## config.mk

```make
export PLATFORM = sky130hd
export DESIGN_NAME = fetch_queue_unit
export DESIGN_NICKNAME = d
export VERILOG_FILES = /design/src/rtl/fetch_queue_unit_pkg.sv /design/src/rtl/fetch_queue_unit_fifo.sv /design/src/rtl/fetch_queue_unit.sv
export SDC_FILE = /design/constraint.sdc
export NUM_CORES = 1
export LEC_CHECK = 0
export CAP_MARGIN = 20
export CORE_UTILIZATION = 30
export CTS_CLUSTER_SIZE = 24
export DETAILED_ROUTE_END_ITERATION = 10
export PLACE_DENSITY = 0.53
export RECOVER_POWER = 25
export REMOVE_ABC_BUFFERS = 1
export SYNTH_ARGS = -nofsm -noshare
export SYNTH_HDL_FRONTEND = slang
export SYNTH_SLANG_ARGS = --single-unit
```

## constraint.sdc

```tcl
create_clock -name clk -period 3.68 [get_ports clk]
set_input_delay 0.736 -clock clk [delete_from_list [all_inputs] [get_ports clk]]
set_output_delay 0.736 -clock clk [all_outputs]
set_load 0.005 [all_outputs]
```

## src/rtl/fetch_queue_unit_pkg.sv

```systemverilog
// Shared types and constants for the instruction fetch front end.
package cpu_pkg;

   localparam int ADDR_W  = 32;
   localparam int INSTR_W = 32;
   localparam int PC_STEP = 4;

   typedef enum logic [1:0] {
      IDLE  = 2'd0,
      REQ   = 2'd1,
      DRAIN = 2'd2
   } fetch_state_t;

   typedef struct packed {
      logic [ADDR_W-1:0]  pc;
      logic [INSTR_W-1:0] instr;
   } fetch_entry_t;

endpackage

```

## src/rtl/fetch_queue_unit_fifo.sv

```systemverilog
// Show-ahead FIFO with synchronous flush; pointers carry one extra wrap bit.
module sync_flush_fifo #(
   parameter int WIDTH = 64,
   parameter int DEPTH = 4
) (
   input  logic                     clk,
   input  logic                     rst,
   input  logic                     push,
   input  logic                     pop,
   input  logic                     flush,
   input  logic [WIDTH-1:0]         din,
   output logic [WIDTH-1:0]         head,
   output logic [$clog2(DEPTH):0]   count,
   output logic                     empty,
   output logic                     full
);

   localparam int AW = $clog2(DEPTH);

   logic [WIDTH-1:0] mem [DEPTH];
   logic [AW:0]      wr_ptr;
   logic [AW:0]      rd_ptr;
   logic             do_push;
   logic             do_pop;

   assign do_push = push && !full && !flush;
   assign do_pop  = pop && !empty && !flush;

   always_ff @(posedge clk or posedge rst) begin
      if (rst) begin
         wr_ptr <= '0;
         rd_ptr <= '0;
      end else if (flush) begin
         wr_ptr <= '0;
         rd_ptr <= '0;
      end else begin
         if (do_push) wr_ptr <= wr_ptr + 1'b1;
         if (do_pop)  rd_ptr <= rd_ptr + 1'b1;
      end
   end

   always_ff @(posedge clk) begin
      if (do_push) mem[wr_ptr[AW-1:0]] <= din;
   end

   assign count = wr_ptr - rd_ptr;
   assign empty = (wr_ptr == rd_ptr);
   assign full  = (wr_ptr[AW] != rd_ptr[AW]) && (wr_ptr[AW-1:0] == rd_ptr[AW-1:0]);
   // Storage is not reset, so the head reads as zero while empty.
   assign head  = empty ? '0 : mem[rd_ptr[AW-1:0]];

endmodule

```

## src/rtl/fetch_queue_unit.sv

```systemverilog
// Fetch FSM with redirect/drain control feeding a flushable {pc, instr} queue.
import cpu_pkg::*;

module fetch_queue_unit #(
   parameter int          DEPTH    = 4,
   parameter logic [31:0] RESET_PC = 32'h0
) (
   input  logic                       clk,
   input  logic                       rst,
   input  logic                       redirect_valid,
   input  logic [ADDR_W-1:0]          redirect_pc,
   output logic                       imem_req,
   output logic [ADDR_W-1:0]          imem_addr,
   input  logic                       imem_ack,
   input  logic [INSTR_W-1:0]         imem_rdata,
   output logic                       instr_valid,
   output logic [INSTR_W-1:0]         instr_out,
   output logic [ADDR_W-1:0]          pc_out,
   input  logic                       instr_ready,
   output logic [$clog2(DEPTH+1)-1:0] fq_count
);

   localparam int CW = $clog2(DEPTH+1);

   fetch_state_t      state, state_nx;
   logic [ADDR_W-1:0] fetch_pc, fetch_pc_nx;
   logic [ADDR_W-1:0] stale_addr, stale_addr_nx;
   logic [ADDR_W-1:0] redirect_aligned;
   logic              push, pop, q_empty, q_full, fills_on_push;
   fetch_entry_t      push_entry, head_entry;

   assign redirect_aligned = {redirect_pc[ADDR_W-1:2], 2'b00};
   assign pop              = instr_valid && instr_ready;
   assign fills_on_push    = (fq_count == CW'(DEPTH-1)) && !pop;
   assign push_entry       = '{pc: fetch_pc, instr: imem_rdata};

   always_ff @(posedge clk or posedge rst) begin
      if (rst) begin
         state      <= IDLE;
         fetch_pc   <= RESET_PC;
         stale_addr <= RESET_PC;
      end else begin
         state      <= state_nx;
         fetch_pc   <= fetch_pc_nx;
         stale_addr <= stale_addr_nx;
      end
   end

   always_comb begin
      state_nx      = state;
      fetch_pc_nx   = fetch_pc;
      stale_addr_nx = stale_addr;
      push          = 1'b0;
      unique case (state)
         IDLE: begin
            if (redirect_valid) begin
               state_nx    = REQ;
               fetch_pc_nx = redirect_aligned;
            end else if (!q_full) begin
               state_nx = REQ;
            end
         end
         REQ: begin
            if (redirect_valid) begin
               fetch_pc_nx = redirect_aligned;
               if (!imem_ack) begin
                  state_nx      = DRAIN;
                  stale_addr_nx = fetch_pc;
               end
            end else if (imem_ack) begin
               push        = 1'b1;
               fetch_pc_nx = fetch_pc + ADDR_W'(PC_STEP);
               if (fills_on_push) state_nx = IDLE;
            end
         end
         DRAIN: begin
            // A redirect that coincides with the draining ack ends the drain,
            // otherwise a second bogus request would be left outstanding.
            if (redirect_valid) begin
               fetch_pc_nx = redirect_aligned;
               if (imem_ack) state_nx = REQ;
            end else if (imem_ack) begin
               state_nx = q_full ? IDLE : REQ;
            end
         end
         default: state_nx = IDLE;
      endcase
   end

   assign imem_req  = (state == REQ) || (state == DRAIN);
   assign imem_addr = (state == DRAIN) ? stale_addr : fetch_pc;

   sync_flush_fifo #(
      .WIDTH ($bits(fetch_entry_t)),
      .DEPTH (DEPTH)
   ) u_fifo (
      .clk   (clk),
      .rst   (rst),
      .push  (push),
      .pop   (pop),
      .flush (redirect_valid),
      .din   (push_entry),
      .head  (head_entry),
      .count (fq_count),
      .empty (q_empty),
      .full  (q_full)
   );

   assign instr_valid = !q_empty;
   assign instr_out   = head_entry.instr;
   assign pc_out      = head_entry.pc;

endmodule

```

==> results.tsv <==
metric	value	unit
clock share of power	25.8	%
fin crit share	94.1	%
DP Cell Count	1583	
status	completed	
Num CTS Buffers	37	
Syn-to-layout area delta	26.5	%
Synth Register Bits	316	
max frequency	289	MHz
Max Cap Violations	0	
CTS tree	done	
Top FF cell, synth	edfxtp_1	
gpl congestion	0.740	
post-synthesis simple-gate area fraction	9.27	%
Total Routing Usage GR	15.0	%
H-tree Lvls	2	
vias per inst	4.85	
hold crit path type	reg2reg	
CP max FO	64	
Critical R2R Launch	state[0]$_DFFE_PP0P_	
most common cell after layout, fill and taps aside	edfxtp_1	
Core ar.	0.0453	mm2
Clock Tree Root	clkbuf_16	
CP Class	reg2out	
Vias	7997	
Sw Ratio	31.6	%
share of cells above drive strength 1	20.0	%
CTS sink count	316	
Fin. Hold Viols	0	
clk_skew	10.8	ps
Avg Inst Size Synth	16.1	um2
Slew headroom	48.8	%
die width	216	um
fin cells	1650	
CTS hold repair buffers	0	
post-synthesis sequential area ratio	66.6	%
Critical Path Source	u_fifo.rd_ptr[0]$_DFFE_PP0P_	
Async S/R FF share, synth	21.5	%
Post-CTS Setup Inserts	0	
largest net degree at the start of global routing	65	
IO buf count	163	
initial antenna violation count	0	
num ports	170	
Psw	0.00435	W
combinational fraction of design power	35.9	%
Routed WL	34.6	mm
pins over their slew limit	0	
Post-synth EDFFs	248	
Final nets	1104	
Detailed Routing Iterations Pass 1	4	
VDD IR max	0.393	mV
warnings from Yosys	0	
footprint of the multi-input gates	0.00430	mm2
hold slack	488	ps
xor/xnor cell area share of the yosys netlist	0.492	%
largest family of logic cells by synthesized area	multiplexers	
Int Pwr	0.00940	W
Final HPWL DP	21.2	mm
Iter 0 DRT Violations	392	
post-synth cell types	62	
Final Critical Period	3460	ps
vias in the first global route	8274	
pwr/cell area	791	mW/mm2
DIE HEIGHT	216	um
starting density of the core	30.3	%
Inserted Diodes	0	
Final ANT Viol Nets	0	
most frequent cells in the layout	edfxtp_1, clkdlybuf4s50_1, dfrtp_1, mux4_2, nor2b_1	
grt total ovfl	0	
Slew @ Worst Pin	761	ps
maximum clock insertion buffer count	3	
mux contribution to synthesized area	15.6	%
Clock Latency Late Sink	540	ps
global-route wire length before repair	52.3	mm
RSZ-0062 raised after global routing	false	
Seq pwr share	38.3	%
Mapped Area	0.0137	mm2
FP Rows	78	
Synth Area in Compound Gates	4.23	%
Syn Inst Count	855	
die area	0.0466	mm2
critical path launch point type	flop	
drc violations	0	
final setup fails	0	
clock slew at reported path FFs	50	ps
Register Area	0.00916	mm2
Crit. End Element	primary output	
WP data arrival	2730	ps
WL/cell	20.9	um
post-synthesis adder-cell area fraction	1.24	%
Leak	5.78	nW
fillcell total	4238	
min-delay src	stale_addr[20]$_DFFE_PP0P_	
Worst EP required	2940	ps
kinds of logic after synthesis:
group | count (synthesis)
multiplexers | 130
other | 1
XOR/XNOR | 6
adder cells (fa/ha/maj) | 13
flip-flops | 316
AND/OR/NAND/NOR | 224
AO/OA/AOI/OAI | 85
buffers and inverters | 80
worst max-delay path, cell delays in order (launching register included):
cell,delay [ps]
dfrtp_4,420
buf_12,460
mux4_2,570
nor2b_1,140
clkdlybuf4s50_1,510
layer usage:
metal  up-vias  wire (um)  share of wire (%)  track usage, %
met2       196      16300                 47            24.0
met3        41       1700                4.9            3.19
li1       3670          -                  -               -
met1      4090      16000                 46            20.7
met5         -          0                  0               0
met4         0        575                1.7            3.64
cell usage after synthesis (5+ instances only):
library cell | number | area, um2
a211oi_1 | 5 | 37.5
a21oi_1 | 15 | 75.1
a2bb2oi_1 | 5 | 43.8
a311oi_1 | 7 | 61.3
and2_1 | 8 | 50.1
and3_1 | 6 | 37.5
and4_1 | 5 | 43.8
buf_1 | 5 | 18.8
buf_2 | 18 | 90.1
clkbuf_1 | 36 | 135
dfrtp_1 | 68 | 1700
edfxtp_1 | 248 | 7450
ha_1 | 12 | 150
inv_1 | 16 | 60.1
mux2_2 | 56 | 631
mux2i_1 | 12 | 120
mux4_2 | 62 | 1400
nand2_1 | 34 | 128
nand2b_1 | 9 | 56.3
nand3_1 | 15 | 75.1
nand4_1 | 21 | 131
nor2_1 | 29 | 109
nor2b_1 | 62 | 388
nor3_1 | 9 | 45.0
nor4_1 | 8 | 50.1
o211ai_1 | 7 | 52.6
o21ai_0 | 18 | 90.1
o22ai_1 | 5 | 31.3
through the flow:
stage	total power, W	area (um2)	worst slack, ps	util [%]	setup TNS, ps
final	0.0137	17400	218	38.3	0
after global routing	0.0146	17400	41.5	38.3	0
after CTS	0.0140	17400	129	38.3	0
after detailed placement	0.0104	16200	497	35.7	0
after global placement	0.0103	16200	529	35.7	0
after floorplan	0.00776	13500	-2240	-	-538960
worst paths after layout:
kind / slack, ps / cells after the start / endpoint
worst max-delay path: 220 / 4 / pc_out[9]
worst min-delay path: 490 / 2 / stale_addr[20]$_DFFE_PP0P_
worst max register to register: 1190 / 6 / fetch_pc[27]$_DFFE_PP0P_
worst min register to register: 490 / 2 / stale_addr[20]$_DFFE_PP0P_
max in group asynchronous: 2230 / 3 / stale_addr[2]$_DFFE_PP0P_
min in group asynchronous: 620 / 2 / stale_addr[26]$_DFFE_PP0P_
registers in the layout (all words and copies together) (netlist names):
name,flops
stale_addr,30
u_fifo.rd_ptr,3
state,2
u_fifo.wr_ptr,3
u_fifo.mem,248
fetch_pc,30
timing repair:
item | CTS | global route
resized for setup | 1 | 0
setup endpoints to repair | 26 | 0
hold endpoints to repair | 0 | 0
power groups by stage:
stage                     Combinational (W)  Clock, W  Sequential [W]
after CTS                           0.00507   0.00368         0.00528
final                               0.00493   0.00354         0.00527
after global routing                0.00539   0.00380         0.00539
after detailed placement            0.00503         0         0.00535
after floorplan                     0.00253         0         0.00523
after global placement              0.00502         0         0.00531
cell type report:
cell class | instances | area share, %
flip-flops and latches | 316 | 52.7
multi-input cells | 462 | 24.7
clock inverters | 18 | 0.800
well taps | 600 | 4.32
clock buffers | 49 | 5.95
inverters | 16 | 0.353
repair buffers | 189 | 11.1
Power figures use the tool's default switching activity.
